**config.mk**
```make
export PLATFORM = sky130hd
export DESIGN_NAME = des_mode_ctrl
export DESIGN_NICKNAME = d
export VERILOG_FILES = /design/src/rtl/des_pkg.sv /design/src/rtl/des_fifo.sv /design/src/rtl/des_mode_ctrl.sv
export SDC_FILE = /design/constraint.sdc
export NUM_CORES = 1
export LEC_CHECK = 0
export ABC_AREA = 1
export CORE_MARGIN = 5
export CORE_UTILIZATION = 54
export CTS_CLUSTER_SIZE = 28
export DETAILED_ROUTE_END_ITERATION = 12
export GPL_TIMING_DRIVEN = 0
export PLACE_DENSITY = 0.81
export SYNTH_ARGS = -nofsm -noshare
export SYNTH_HDL_FRONTEND = slang
export SYNTH_HIERARCHICAL = 1
export SYNTH_SLANG_ARGS = --single-unit
```
**constraint.sdc**
```tcl
create_clock -name clk_in -period 4.71 [get_ports clk_in]
set_clock_uncertainty 0.1 [all_clocks]
set_input_delay 0.471 -clock clk_in [delete_from_list [all_inputs] [get_ports clk_in]]
set_output_delay 0.471 -clock clk_in [all_outputs]
set_load 0.03 [all_outputs]
```
**src/rtl/des_pkg.sv**
```systemverilog
// rtl/des_pkg.sv - shared types and encodings for the DES mode controller
package des_pkg;

    typedef logic [63:0] block_t;

    typedef enum logic [2:0] {
        IDLE,
        WAIT_RDY,
        START,
        WAIT_DONE,
        OUTPUT
    } state_t;

    localparam logic MODE_ECB = 1'b0;
    localparam logic MODE_CBC = 1'b1;
    localparam logic DIR_ENC  = 1'b0;
    localparam logic DIR_DEC  = 1'b1;

endpackage

```
**src/rtl/des_fifo.sv**
```systemverilog
// rtl/des_fifo.sv - synchronous FIFO with first-word-fall-through read port
module des_fifo #(
    parameter int WIDTH = 65,
    parameter int DEPTH = 4
) (
    input  logic             clk,
    input  logic             rst_n,
    input  logic [WIDTH-1:0] wr_data,
    input  logic             wr_en,
    input  logic             rd_en,
    output logic [WIDTH-1:0] rd_data,
    output logic             full,
    output logic             empty
);

    localparam int AW = $clog2(DEPTH);

    logic [WIDTH-1:0] mem [DEPTH];
    logic [AW:0]      wr_ptr;
    logic [AW:0]      rd_ptr;
    logic             do_wr;
    logic             do_rd;

    assign do_wr = wr_en && !full;
    assign do_rd = rd_en && !empty;

    always_ff @(posedge clk or negedge rst_n) begin
        if (!rst_n) begin
            wr_ptr <= '0;
            rd_ptr <= '0;
        end else begin
            if (do_wr) wr_ptr <= wr_ptr + 1'b1;
            if (do_rd) rd_ptr <= rd_ptr + 1'b1;
        end
    end

    always_ff @(posedge clk) begin
        if (do_wr) mem[wr_ptr[AW-1:0]] <= wr_data;
    end

    // Extra pointer bit distinguishes full from empty when the indices match.
    assign empty   = (wr_ptr == rd_ptr);
    assign full    = (wr_ptr[AW] != rd_ptr[AW]) && (wr_ptr[AW-1:0] == rd_ptr[AW-1:0]);
    assign rd_data = mem[rd_ptr[AW-1:0]];

endmodule

```
**src/rtl/des_mode_ctrl.sv**
```systemverilog
// rtl/des_mode_ctrl.sv - ECB/CBC block chaining controller in front of an external DES core
module des_mode_ctrl
    import des_pkg::*;
#(
    parameter int FIFO_DEPTH = 4,
    parameter int CBC_EN     = 1
) (
    input  logic         clk_in,
    input  logic         rst_n_in,
    input  logic         cfg_load_in,
    input  logic         cfg_mode_in,
    input  logic         cfg_dir_in,
    input  logic [63:0]  cfg_key_in,
    input  logic [63:0]  cfg_iv_in,
    output logic         cfg_err_out,
    input  logic [63:0]  s_data_in,
    input  logic         s_valid_in,
    input  logic         s_last_in,
    output logic         s_ready_out,
    output logic [63:0]  m_data_out,
    output logic         m_valid_out,
    output logic         m_last_out,
    input  logic         m_ready_in,
    output logic [63:0]  core_data_out,
    output logic [63:0]  core_key_out,
    output logic         core_mode_out,
    output logic         core_verify_out,
    output logic         core_start_out,
    input  logic         core_ready_in,
    input  logic         core_done_in,
    input  logic [63:0]  core_result_in,
    output logic         busy_out
);

    state_t      state;
    state_t      state_nxt;
    logic [64:0] head;
    logic        fifo_full;
    logic        fifo_empty;
    logic        pop;
    logic        cfg_accept;
    logic        cbc;

    block_t      key_q;
    block_t      iv_q;
    block_t      chain_q;
    block_t      block_q;
    block_t      operand_q;
    block_t      result_q;
    logic        mode_q;
    logic        dir_q;
    logic        last_q;
    logic        cfg_err_q;

    des_fifo #(
        .WIDTH (65),
        .DEPTH (FIFO_DEPTH)
    ) u_fifo (
        .clk     (clk_in),
        .rst_n   (rst_n_in),
        .wr_data ({s_last_in, s_data_in}),
        .wr_en   (s_valid_in),
        .rd_en   (pop),
        .rd_data (head),
        .full    (fifo_full),
        .empty   (fifo_empty)
    );

    always_ff @(posedge clk_in or negedge rst_n_in) begin
        if (!rst_n_in) state <= IDLE;
        else           state <= state_nxt;
    end

    always_comb begin
        state_nxt = state;
        case (state)
            IDLE:      if (!fifo_empty)   state_nxt = WAIT_RDY;
            WAIT_RDY:  if (core_ready_in) state_nxt = START;
            START:                        state_nxt = WAIT_DONE;
            WAIT_DONE: if (core_done_in)  state_nxt = OUTPUT;
            OUTPUT:    if (m_ready_in)    state_nxt = IDLE;
            default:                      state_nxt = IDLE;
        endcase
    end

    always_comb begin
        core_start_out = 1'b0;
        m_valid_out    = 1'b0;
        pop            = 1'b0;
        case (state)
            START:   begin core_start_out = 1'b1; pop = 1'b1; end
            OUTPUT:  m_valid_out = 1'b1;
            default: ;
        endcase
    end

    assign busy_out        = !fifo_empty || (state != IDLE);
    assign s_ready_out     = !fifo_full;
    assign cfg_accept      = cfg_load_in && !busy_out;
    assign cbc             = (mode_q == MODE_CBC);
    assign cfg_err_out     = cfg_err_q;
    assign m_data_out      = result_q;
    assign m_last_out      = m_valid_out && last_q;
    assign core_data_out   = operand_q;
    assign core_key_out    = key_q;
    assign core_mode_out   = dir_q;
    assign core_verify_out = 1'b1;

    always_ff @(posedge clk_in or negedge rst_n_in) begin
        if (!rst_n_in) begin
            key_q     <= '0;
            iv_q      <= '0;
            mode_q    <= MODE_ECB;
            dir_q     <= DIR_ENC;
            cfg_err_q <= 1'b0;
        end else begin
            cfg_err_q <= cfg_load_in && busy_out;
            if (cfg_accept) begin
                key_q  <= cfg_key_in;
                iv_q   <= cfg_iv_in;
                mode_q <= (CBC_EN != 0) ? cfg_mode_in : MODE_ECB;
                dir_q  <= cfg_dir_in;
            end
        end
    end

    // Operand is registered on entry to START so it is stable for the whole core operation.
    always_ff @(posedge clk_in or negedge rst_n_in) begin
        if (!rst_n_in) begin
            block_q   <= '0;
            operand_q <= '0;
            last_q    <= 1'b0;
            result_q  <= '0;
        end else begin
            if (state == WAIT_RDY && core_ready_in) begin
                block_q   <= head[63:0];
                last_q    <= head[64];
                operand_q <= (cbc && dir_q == DIR_ENC) ? (head[63:0] ^ chain_q) : head[63:0];
            end
            if (state == WAIT_DONE && core_done_in)
                result_q <= (cbc && dir_q == DIR_DEC) ? (core_result_in ^ chain_q) : core_result_in;
        end
    end

    always_ff @(posedge clk_in or negedge rst_n_in) begin
        if (!rst_n_in)
            chain_q <= '0;
        else if (cfg_accept)
            chain_q <= cfg_iv_in;
        else if (state == WAIT_DONE && core_done_in && cbc)
            chain_q <= (dir_q == DIR_ENC) ? core_result_in : block_q;
        else if (state == OUTPUT && m_ready_in && last_q)
            chain_q <= iv_q;
    end

endmodule
```
Word-level counts from Yosys, hierarchy flattened --
Memories as Yosys holds them, arrays and structs flattened. Cells that the tools add are included.
Operators by class: add/sub/neg operators 2, equality and inequality tests 11, multiplexer cells 15, bitwise operators 3, reductions and logical operators 21
Operator list (count):
- $mux W64 | 6
- $xor A64 B64 Y64 | 2
- $pmux W3 S5 | 1
- $logic_and A1 B1 Y1 | 13
- $mux W3 | 4
- $ne A2 B2 Y1 const B | 4
- $add A3 B1 Y3 const B | 2
- $eq A3 B2 Y1 const B | 2
- $reduce_bool A3 Y1 | 2
- $mux W1 | 4
- $reduce_and A4 Y1 | 1
- $eq A3 B1 Y1 const B | 1
- $eq A3 B3 Y1 | 1
- $eq A3 B3 Y1 const B | 1
- $logic_not A1 Y1 | 3
- $logic_not A3 Y1 | 1
- $eq A2 B2 Y1 | 1
- $logic_or A1 B1 Y1 | 1
- $ne A1 B1 Y1 | 1
- $not A1 Y1 | 1
Word-level totals: register bits after elaboration 397, memory bits (writable) 260, bits of input ports 266, logic and storage cells 66, memories 1
Memories:
- u_fifo.mem | words 4, width 65, rd ports 1, clocked after Yosys merged registers in 0, wr ports 1, RTL line des_fifo.sv:18 | logic [WIDTH-1:0] mem [DEPTH];

Depth between registers and ports, before layout --
Gate-level depths: netlist (run 1).
word-level depth 6, mapped depth 16, gate-level depth less buffers 13

Modules after synthesis --
Netlist (run 1), hierarchy kept.
By module, submodules not included:
- des_mode_ctrl | instances 1, cells each 2302, area an instance 18904.4 µm²
- des_fifo | instances 1, cells each 689, area an instance 10523.8 µm²

Worst setup path before layout (run 1) --
OpenSTA, ideal clock, no wires.
kind reg2reg, from register u_fifo.rd_ptr[0], to memory u_fifo.mem[0][0], enable pin, setup time 488 ps, data arrival time 3664 ps, setup slack 458 ps, stages on the path, launching flop included 8, buffers on the path 1, clock period less this slack 4252 ps, path through dfrtp_1 > buf_6 > inv_4 > nand2_1 > nand2_2 > nand3_4 > nand2_2 > nor2_1
Between the ends: word-level cells in the longest chain between the ends 6
RTL lines:
- start, declared | RTL line des_fifo.sv:20 | logic [AW:0] rd_ptr;
- start signal, assigned | RTL line des_fifo.sv:33 | if (do_rd) rd_ptr <= rd_ptr + 1'b1;
- $eq A2 B2 Y1 | RTL line des_fifo.sv:43 | assign full = (wr_ptr[AW] != rd_ptr[AW]) && (wr_ptr[AW-1:0] == rd_ptr[AW-1:0]);
- $logic_and A1 B1 Y1 | RTL line des_fifo.sv:43
- $logic_not A1 Y1 | RTL line des_fifo.sv:24 | assign do_wr = wr_en && !full;
- $logic_and A1 B1 Y1 | RTL line des_fifo.sv:24
- $mux W1 | RTL line des_fifo.sv:38 | if (do_wr) mem[wr_ptr[AW-1:0]] <= wr_data;
- $mux W1 (implied by the code) | RTL line des_fifo.sv:38
- end, declared | RTL line des_fifo.sv:18
No other way between the ends.

Worst setup path after layout (run 1) --
from register u_fifo.rd_ptr[0], to output port busy_out
Between the ends: word-level cells in the longest chain between the ends 3
RTL lines:
- $eq A3 B3 Y1 | RTL line des_fifo.sv:42 | assign empty = (wr_ptr == rd_ptr);
- named net fifo_empty | RTL line des_mode_ctrl.sv:39 | logic fifo_empty;
- $logic_not A1 Y1 | RTL line des_mode_ctrl.sv:97 | assign busy_out = !fifo_empty || (state != IDLE);
- $logic_or A1 B1 Y1 | RTL line des_mode_ctrl.sv:97
- end, declared | RTL line des_mode_ctrl.sv:32 | output logic busy_out
The timed path passes the listed nets, and every way through them passes these cells.

==> implementation parameters, run 1 <==
Parameter                              Value

Status
  Outcome ... finished, final reports clean

Logic synthesis
  Warnings, synthesis ... 6
  Flops & latches, synth ... 657
  Mean cell area of the mapped netlist ... 9.84 um2
  Fraction of the mapped netlist area in simple logic gates ... 0.171
  Mapped Area ... 0.0294 mm2
  Sequential-to-total area share from yosys stat ... 0.603
  Cell count after synthesis ... 2991
  Multiplexer share of the synthesized area ... 0.0249
  Main combinational cell family by area after synthesis ... simple AND/OR/NAND/NOR gates
  Area share of fa/ha/maj cells after synthesis ... 0.00213
  Cell variety after synth ... 35
  Nets in the synthesized netlist ... 3262
  Synth Area in XOR/XNOR ... 0.0387
  Share of the synthesized area in compound gates (AO/OA/AOI/OAI) ... 0.0885

Setup path
  Type of the worst setup path ... reg -> out
  Instance count on the critical path ... 10
  Endpoint required time on the critical path ... 4.14 ns
  Crit-path max FO ... 10
  Worst endpoint data arrival time ... 3.05 ns
  Slowest-stage cell, CP ... sky130_fd_sc_hd__clkdlybuf4s50_1
  R2R cell count ... 13
  Critical Path Sink Type ... output port
  Top cell family by delay on the critical path ... buffers and inverters
  Critical path startpoint category ... register
  Cells along the critical path ... buf_6 > inv_4 > nand2_1 > nand2_2 > nand3_2 > inv_1 > inv_1 > nor2_1 > nand2_1 > clkdlybuf4s50_1
  Longest individual stage delay on the worst path ... 0.64 ns
  Buffers and inverters on the worst path ... 5

Global route
  Largest net degree at the start of global routing ... 108
  First-pass GRT wire length ... 136000 um
  Number of antenna violations at the first check in global routing ... 19
  Number of global-route vias before repair ... 23600
  Remaining global-route overflow ... 0
  Overall global routing resource usage ... 0.298

Finish
  Most frequent cells in the layout ... sky130_fd_sc_hd__nand2_1 (739), sky130_fd_sc_hd__clkdlybuf4s50_1 (463), sky130_fd_sc_hd__dfrtp_1 (397)
  Fraction of layout instances using a drive strength above 1 ... 0.0905
  Most frequent standard cell in the layout excluding fill and tap cells ... sky130_fd_sc_hd__nand2_1
  Nets ... 3809
  Final Instance Area ... 0.0375 mm2
  Count of placed standard cells in the final layout, fillers left out ... 4300
  Count of fill cells added during filler insertion ... 3895
  Syn-to-layout area delta ... 27.5%

Power
  Internal power ... 0.0155 W
  Combinational share of power ... 0.441
  Sequential group share of total power ... 0.354
  Switching power of the nets ... 0.0107 W
  Power density over the cells ... 697 mW/mm2
  Pwr Total ... 0.0261 W
  Clock network fraction of total power ... 0.205
  Switching fraction of total power ... 0.408
  Static power due to leakage ... 16.8 nW
  Maximum vdd drop ... 0.000358 V

Detailed routing
  Detail Route Antenna Nets ... 0
  Final routed DRC violation total ... 0
  Routed length per placed instance ... 21.0 um
  Via density per instance ... 5.47
  Detailed-route via count ... 23500
  Iter 0 DRT Violations ... 2109
  Number of iterations in the first detailed-routing pass ... 6
  Post-Route WL ... 90400 um

Place
  Count of buffers from port buffering ... 464
  Total half-perimeter wirelength after legalization and detailed placement ... 63200 um
  Placement Cell Area ... 0.0352 mm2
  Number of cells in the design after placement ... 4162
  Final weighted congestion in routability-driven placement ... 0.883

Timing
  Final count of pins violating max slew ... 0
  Upper clock frequency limit ... 276 MHz
  Final setup violation count ... 0
  Pin slew with the least headroom to its limit ... 1.28 ns
  Period utilization ... 0.769
  Tmin final ... 3.62 ns
  Worst slew margin relative to its limit ... 0.144
  Unrepaired setup endpoints after global routing ... false
  Hold Fails Final Rpt ... 0

Floorplanning
  Die height ... 243 um
  Core outline area ... 0.0539 mm2
  Initial standard-cell utilization of the core ... 0.546
  Total number of placement rows ... 85
  Ports placed on the boundary ... 466
  Die Footprint ... 0.0593 mm2
  Die width ... 243 um

CTS
  Buffers inserted during post-CTS setup optimization ... 0
  Number of buffers created by CTS ... 69
  CTS tree ... built
  # H-tree levels ... 3
  Count of instances resized after the clock tree is built ... 0
  Clock transition at the registers of the reported paths ... 0.06 ns
  Library cell used as clock root buffer ... sky130_fd_sc_hd__clkbuf_16
  Cts hold-fix bufs ... 1
  TritonCTS Sinks ... 657
  Source-to-sink clock delay at the later pin of the worst-skew pair ... 0.60 ns
  Maximum root-to-sink buffer count ... 3

Hold path
  Hold Path Cell Cnt ... 3
  Class of the tightest hold or removal check ... in -> reg

Job
  Max-cap viol count ... 0
-- sequential cells by signal (all words and copies together) (netlist names) --
register / cells
iv_q: 64
core_mode_out: 1
state: 3
cfg_err_out: 1
core_data_out: 64
cbc: 1
block_q: 64
last_q: 1
u_fifo/rd_ptr: 3
u_fifo/mem: 260
u_fifo/wr_ptr: 3
chain_q: 64
core_key_out: 64
m_data_out: 64
-- metal layers --
layer  up-vias  track usage  wire [um]  share of wire
li1      10800            -          -              -
met1     11400        0.385      35100           0.39
met2      1111        0.484      43300           0.48
met3       226       0.0701       8080          0.089
met4        10        0.132       3800          0.042
met5         -            0         63        0.00070
-- area by class of cell --
type / count / area [um2] / area share
flip-flops and latches: 657 / 17700 / 0.473
multi-input cells: 1877 / 9610 / 0.256
repair buffers: 476 / 4930 / 0.132
clock buffers: 96 / 2010 / 0.0537
inverters: 282 / 1060 / 0.0284
plain buffers: 175 / 1040 / 0.0278
well taps: 696 / 871 / 0.0232
clock inverters: 27 / 203 / 0.00540
diodes: 14 / 35.0 / 0.000934
-- stage by stage --
step                setup slack [ns]  hold WS (ns)  TNS (ns)   util
floorplan                      0.458        0.0754         0      -
global placement              -14.98         0.361  -6402.95  0.648
detailed placement              1.40         0.364         0  0.654
CTS                             1.04         0.279         0  0.695
global route                   0.940         0.302         0  0.695
finish                          1.09         0.307         0  0.696
-- path summary, 6_finish.rpt --
kind / start / end / slack [ns]
hold reg to reg: core_key_out[38] / core_key_out[38] / 0.38
max in group asynchronous: rst_n_in / m_data_out[6] / 2.61
min in group asynchronous: rst_n_in / core_key_out[26] / 0.40
hold / removal: cfg_key_in[18] / core_key_out[18] / 0.31
setup / recovery: u_fifo/rd_ptr[0] / busy_out / 1.09
setup reg to reg: u_fifo/rd_ptr[0] / iv_q[2] / 1.34
-- worst register-to-register path, delay by kind of cell, from the launching register on --
kind            cells  cell delay [ns]
compound gates      1             0.17
buf+inv             7             1.67
flops               1             0.57
simple gates        5             0.74
-- kinds of logic (layout without fill, tap and decap cells) --
logic type,count (synthesis),count (layout)
multiplexers,65,65
other,1,15
flip-flops,657,657
buffers and inverters,457,1056
AO/OA/AOI/OAI,456,456
XOR/XNOR,130,130
adder cells (fa/ha/maj),5,5
AND/OR/NAND/NOR,1220,1220
-- synth_stat cells --
library cell	number	area (um2)
sky130_fd_sc_hd__nor2_1	299	1120
sky130_fd_sc_hd__nor2_4	30	338
sky130_fd_sc_hd__inv_4	1	6.26
sky130_fd_sc_hd__dfrtp_1	397	9930
sky130_fd_sc_hd__nor2_2	4	25.0
sky130_fd_sc_hd__xnor2_1	1	8.76
sky130_fd_sc_hd__edfxtp_1	260	7810
sky130_fd_sc_hd__a21oi_2	10	87.6
sky130_fd_sc_hd__buf_4	17	128
sky130_fd_sc_hd__nand3_2	3	30.0
sky130_fd_sc_hd__nand2_1	739	2770
sky130_fd_sc_hd__nand2_2	3	18.8
sky130_fd_sc_hd__buf_2	73	365
sky130_fd_sc_hd__o22ai_2	30	375
sky130_fd_sc_hd__o22ai_1	35	219
sky130_fd_sc_hd__o21ai_0	264	1320
sky130_fd_sc_hd__nor3_2	1	10.0
sky130_fd_sc_hd__inv_1	275	1030
sky130_fd_sc_hd__xor2_1	129	1130
sky130_fd_sc_hd__nand4_1	2	12.5
sky130_fd_sc_hd__ha_1	5	62.6
sky130_fd_sc_hd__o21ai_2	4	35.0
sky130_fd_sc_hd__mux2_1	65	732
sky130_fd_sc_hd__inv_2	6	22.5
sky130_fd_sc_hd__clkbuf_1	58	218
sky130_fd_sc_hd__o21ai_1	58	290
sky130_fd_sc_hd__conb_1	1	3.75
sky130_fd_sc_hd__buf_12	4	80.1
sky130_fd_sc_hd__and3_1	1	6.26
sky130_fd_sc_hd__nand3_4	1	17.5
sky130_fd_sc_hd__nand3_1	136	681
sky130_fd_sc_hd__a21oi_1	55	275
sky130_fd_sc_hd__buf_1	1	3.75
sky130_fd_sc_hd__nand3b_1	1	7.51
sky130_fd_sc_hd__buf_6	22	248
-- power groups by stage --
| stage | clock, W | sequential (W) | combinational [W] |
|---|---|---|---|
| CTS | 0.00540 | 0.00922 | 0.0115 |
| global placement | 0 | 0.00936 | 0.0110 |
| finish | 0.00535 | 0.00925 | 0.0115 |
| global route | 0.00566 | 0.00945 | 0.0125 |
| detailed placement | 0 | 0.00930 | 0.0114 |
| floorplan | 0 | 0.0106 | 0.00570 |
Note: power is estimated with default switching activity, not from simulation.
==> run 2, diff against run 1 <==
- CORE_UTILIZATION: 54 -> 49
- PLACE_DENSITY: 0.81 -> 0.78
- clock period: 4.71 -> 3.06 ns (I/O delays scaled with it)
==> run 2 against run 1 <==
  * Clock power is 58% higher
  * Design area is 0.31% higher
  * Count of clock-buffer cells in the layout grew 5
  * Routed wire length rose by 2.5%
  * Final cell count increased by 1.8%
  * Register-to-register slack worse by 1.1 ns
  * Sequential power rose by 54%
  * Setup slack got worse by 0.96 ns
  * Critical path type unchanged
  * Worst hold slack worse by 0.17 ns
  * Critical endpoint unchanged
  * Global-route usage decreased by 1.9 points
  * First-iteration DRC count decreased by 2.0%
==> implementation parameters, run 2 (synthesis gave the netlist of run 1 again) <==
Parameter                              Value

Status
  Outcome ... finished, final reports clean (unchanged)

Global route
  First-pass GRT wire length ... 137000 um (was 136000 um)
  Number of antenna violations at the first check in global routing ... 14 (was 19)
  Overall global routing resource usage ... 0.278 (was 0.298)
  Largest net degree at the start of global routing ... 120 (was 108)
  Remaining global-route overflow ... 0 (unchanged)
  Number of global-route vias before repair ... 23300 (was 23600)

Place
  Total half-perimeter wirelength after legalization and detailed placement ... 64800 um (was 63200 um)
  Number of cells in the design after placement ... 4238 (was 4162)
  DP Worst Slack ... -0.390 ns (was 1.40 ns)
  Count of buffers from port buffering ... 464 (unchanged)
  Final weighted congestion in routability-driven placement ... 0.903 (was 0.883)

Power
  Sequential group share of total power ... 0.352 (was 0.354)
  Combinational share of power ... 0.440 (was 0.441)
  Static power due to leakage ... 16.8 nW (about the same)
  Pwr Total ... 0.0405 W (was 0.0261 W)
  Power density over the cells ... 1080 mW/mm2 (was 697 mW/mm2)
  Internal power ... 0.0239 W (was 0.0155 W)
  Switching power of the nets ... 0.0166 W (was 0.0107 W)
  Switching fraction of total power ... 0.410 (was 0.408)
  Maximum vdd drop ... 0.000580 V (was 0.000358 V)
  Clock network fraction of total power ... 0.208 (was 0.205)

Setup path
  Crit-path max FO ... 10 (unchanged)
  Critical path startpoint category ... register (unchanged)
  Endpoint required time on the critical path ... 2.65 ns (was 4.14 ns)
  Type of the worst setup path ... reg -> out (unchanged)
  Cells along the critical path ... buf_6 > inv_4 > nand2_1 > nand2_2 > nand3_2 > inv_1 > inv_1 > nor2_2 > nand2_1 > clkdlybuf4s15_2 (was buf_6 > inv_4 > nand2_1 > nand2_2 > nand3_2 > inv_1 > inv_1 > nor2_1 > nand2_1 > clkdlybuf4s50_1)
  Slowest-stage cell, CP ... sky130_fd_sc_hd__dfrtp_2 (was sky130_fd_sc_hd__clkdlybuf4s50_1)
  Critical Path Sink Type ... output port (unchanged)
  Longest individual stage delay on the worst path ... 0.45 ns (was 0.64 ns)
  Worst endpoint data arrival time ... 2.52 ns (was 3.05 ns)

Finish
  Most frequent standard cell in the layout excluding fill and tap cells ... sky130_fd_sc_hd__nand2_1 (unchanged)
  Most frequent cells in the layout ... sky130_fd_sc_hd__nand2_1 (739), sky130_fd_sc_hd__clkdlybuf4s50_1 (461), sky130_fd_sc_hd__dfrtp_1 (396) (was sky130_fd_sc_hd__nand2_1 (739), sky130_fd_sc_hd__clkdlybuf4s50_1 (463), sky130_fd_sc_hd__dfrtp_1 (397))
  Fraction of layout instances using a drive strength above 1 ... 0.0932 (was 0.0905)
  Post-route core utilization ... 0.635 (was 0.696)
  Syn-to-layout area delta ... 27.8% (was 27.5%)
  Count of placed standard cells in the final layout, fillers left out ... 4377 (was 4300)
  Nets ... 3809 (unchanged)
  Largest register FFs ... 260 (unchanged)

CTS
  Number of buffers created by CTS ... 69 (unchanged)
  Maximum root-to-sink buffer count ... 3 (unchanged)
  TritonCTS Sinks ... 657 (unchanged)
  Clock transition at the registers of the reported paths ... 0.06 ns (about the same)
  # H-tree levels ... 3 (unchanged)
  CTS tree ... built (unchanged)
  Library cell used as clock root buffer ... sky130_fd_sc_hd__clkbuf_16 (unchanged)
  Source-to-sink clock delay at the later pin of the worst-skew pair ... 0.61 ns (was 0.60 ns)

Detailed routing
  Via density per instance ... 5.33 (was 5.47)
  Iter 0 DRT Violations ... 2067 (was 2109)
  Final routed DRC violation total ... 0 (unchanged)
  Routed length per placed instance ... 21.2 um (was 21.0 um)
  Detail Route Antenna Nets ... 0 (unchanged)
  Detailed-route via count ... 23300 (was 23500)
  Post-Route WL ... 92600 um (was 90400 um)
  Number of iterations in the first detailed-routing pass ... 7 (was 6)

Timing
  Final Worst Setup Slack ... 0.129 ns (was 1.09 ns)
  Unrepaired setup endpoints after global routing ... false (unchanged)
  Hold Fails Final Rpt ... 0 (unchanged)
  Tmin final ... 2.93 ns
  Pin slew with the least headroom to its limit ... 1.11 ns (was 1.28 ns)
  Worst slew margin relative to its limit ... 0.262 (was 0.144)
  Final count of pins violating max slew ... 0 (unchanged)
  Final setup violation count ... 0 (unchanged)
  Period utilization ... 0.958
  Upper clock frequency limit ... 341 MHz

Job
  Max-cap viol count ... 0 (unchanged)

Floorplanning
  Total number of placement rows ... 89 (was 85)
  Core outline area ... 0.0592 mm2 (was 0.0539 mm2)
  Die width ... 255 um (was 243 um)
  Ports placed on the boundary ... 466 (unchanged)
  Initial standard-cell utilization of the core ... 0.497 (was 0.546)
  Die Footprint ... 0.0651 mm2 (was 0.0593 mm2)
  Die height ... 255 um (was 243 um)

Hold path
  Class of the tightest hold or removal check ... in -> reg (unchanged)
[run 2: cell types whose count changed in the layout (fill, tap and decap cells not counted), moves of 2 or more]
cell | before | now
sky130_fd_sc_hd__clkinv_4 | 0 | 2
sky130_fd_sc_hd__diode_2 | 14 | 9
sky130_fd_sc_hd__inv_6 | 0 | 3
sky130_fd_sc_hd__clkbuf_1 | 71 | 76
sky130_fd_sc_hd__clkinv_1 | 10 | 3
sky130_fd_sc_hd__clkdlybuf4s50_1 | 463 | 461
sky130_fd_sc_hd__buf_12 | 8 | 10
sky130_fd_sc_hd__clkbuf_8 | 10 | 6
sky130_fd_sc_hd__clkbuf_2 | 0 | 5
sky130_fd_sc_hd__bufinv_16 | 3 | 5
sky130_fd_sc_hd__buf_16 | 7 | 4
[run 2: power groups by stage]
stage | clock network, W | registers [W] | logic, W
finish | 0.00843 | 0.0142 | 0.0178
CTS | 0.00853 | 0.0142 | 0.0179
floorplan | 0 | 0.0162 | 0.00879
detailed placement | 0 | 0.0143 | 0.0177
global route | 0.00893 | 0.0145 | 0.0193
global placement | 0 | 0.0144 | 0.0172
[run 2: worst max-delay path, delay by kind of cell (launching register included)]
kind          cells  cell delay, ns
buf+inv           5            0.80
flops             1            0.45
simple gates      5            0.67
[run 2: area by class of cell]
| type | count | area [um2] |
|---|---|---|
| fill | 4682 | 21600 |
| sequential | 657 | 17700 |
| clock buffer | 101 | 1970 |
| antenna | 9 | 22.5 |
| clock inverter | 27 | 289 |
| timing repair buffer | 476 | 4900 |
| buffer | 175 | 1060 |
| multi-input combinational | 1877 | 9610 |
| inverter | 282 | 1070 |
| tap | 773 | 967 |
[run 2: path summary, 6_finish.rpt]
kind                                        from               end  slack (ns)  depth (start not counted)
worst max-delay path            u_fifo/rd_ptr[0]          busy_out        0.13                         10
worst min-delay path               cfg_key_in[9]   core_key_out[9]        0.14                          3
worst max register to register  u_fifo/rd_ptr[0]       chain_q[55]        0.20                         16
worst min register to register  core_key_out[44]  core_key_out[44]        0.37                          2
max in group asynchronous               rst_n_in          iv_q[24]        1.03                          4
min in group asynchronous               rst_n_in    m_data_out[56]        0.24                          2
[run 2: routing by layer]
metal	global-route usage	routed length, um
met3	0.0638	8450
met4	0.0987	3050
met5	0	101
met2	0.451	44200
met1	0.373	36900
[run 2: repair_timing]
item,4_1_cts,5_1_grt
endpoints found under the hold margin,101,0
hold buffers,1,0
resized for setup,9,6
setup endpoints to repair,155,55
setup buffers,1,0
[run 2: through the flow]
step	hold WS (ns)	setup TNS (ns)	instance area (um2)
finish	0.142	0	37600
global route	0.119	0	37600
CTS	0.103	0	37600
detailed placement	0.345	-26.56	35300
global placement	0.361	-7104.21	35000
floorplan	-0.0896	-22.27	29400
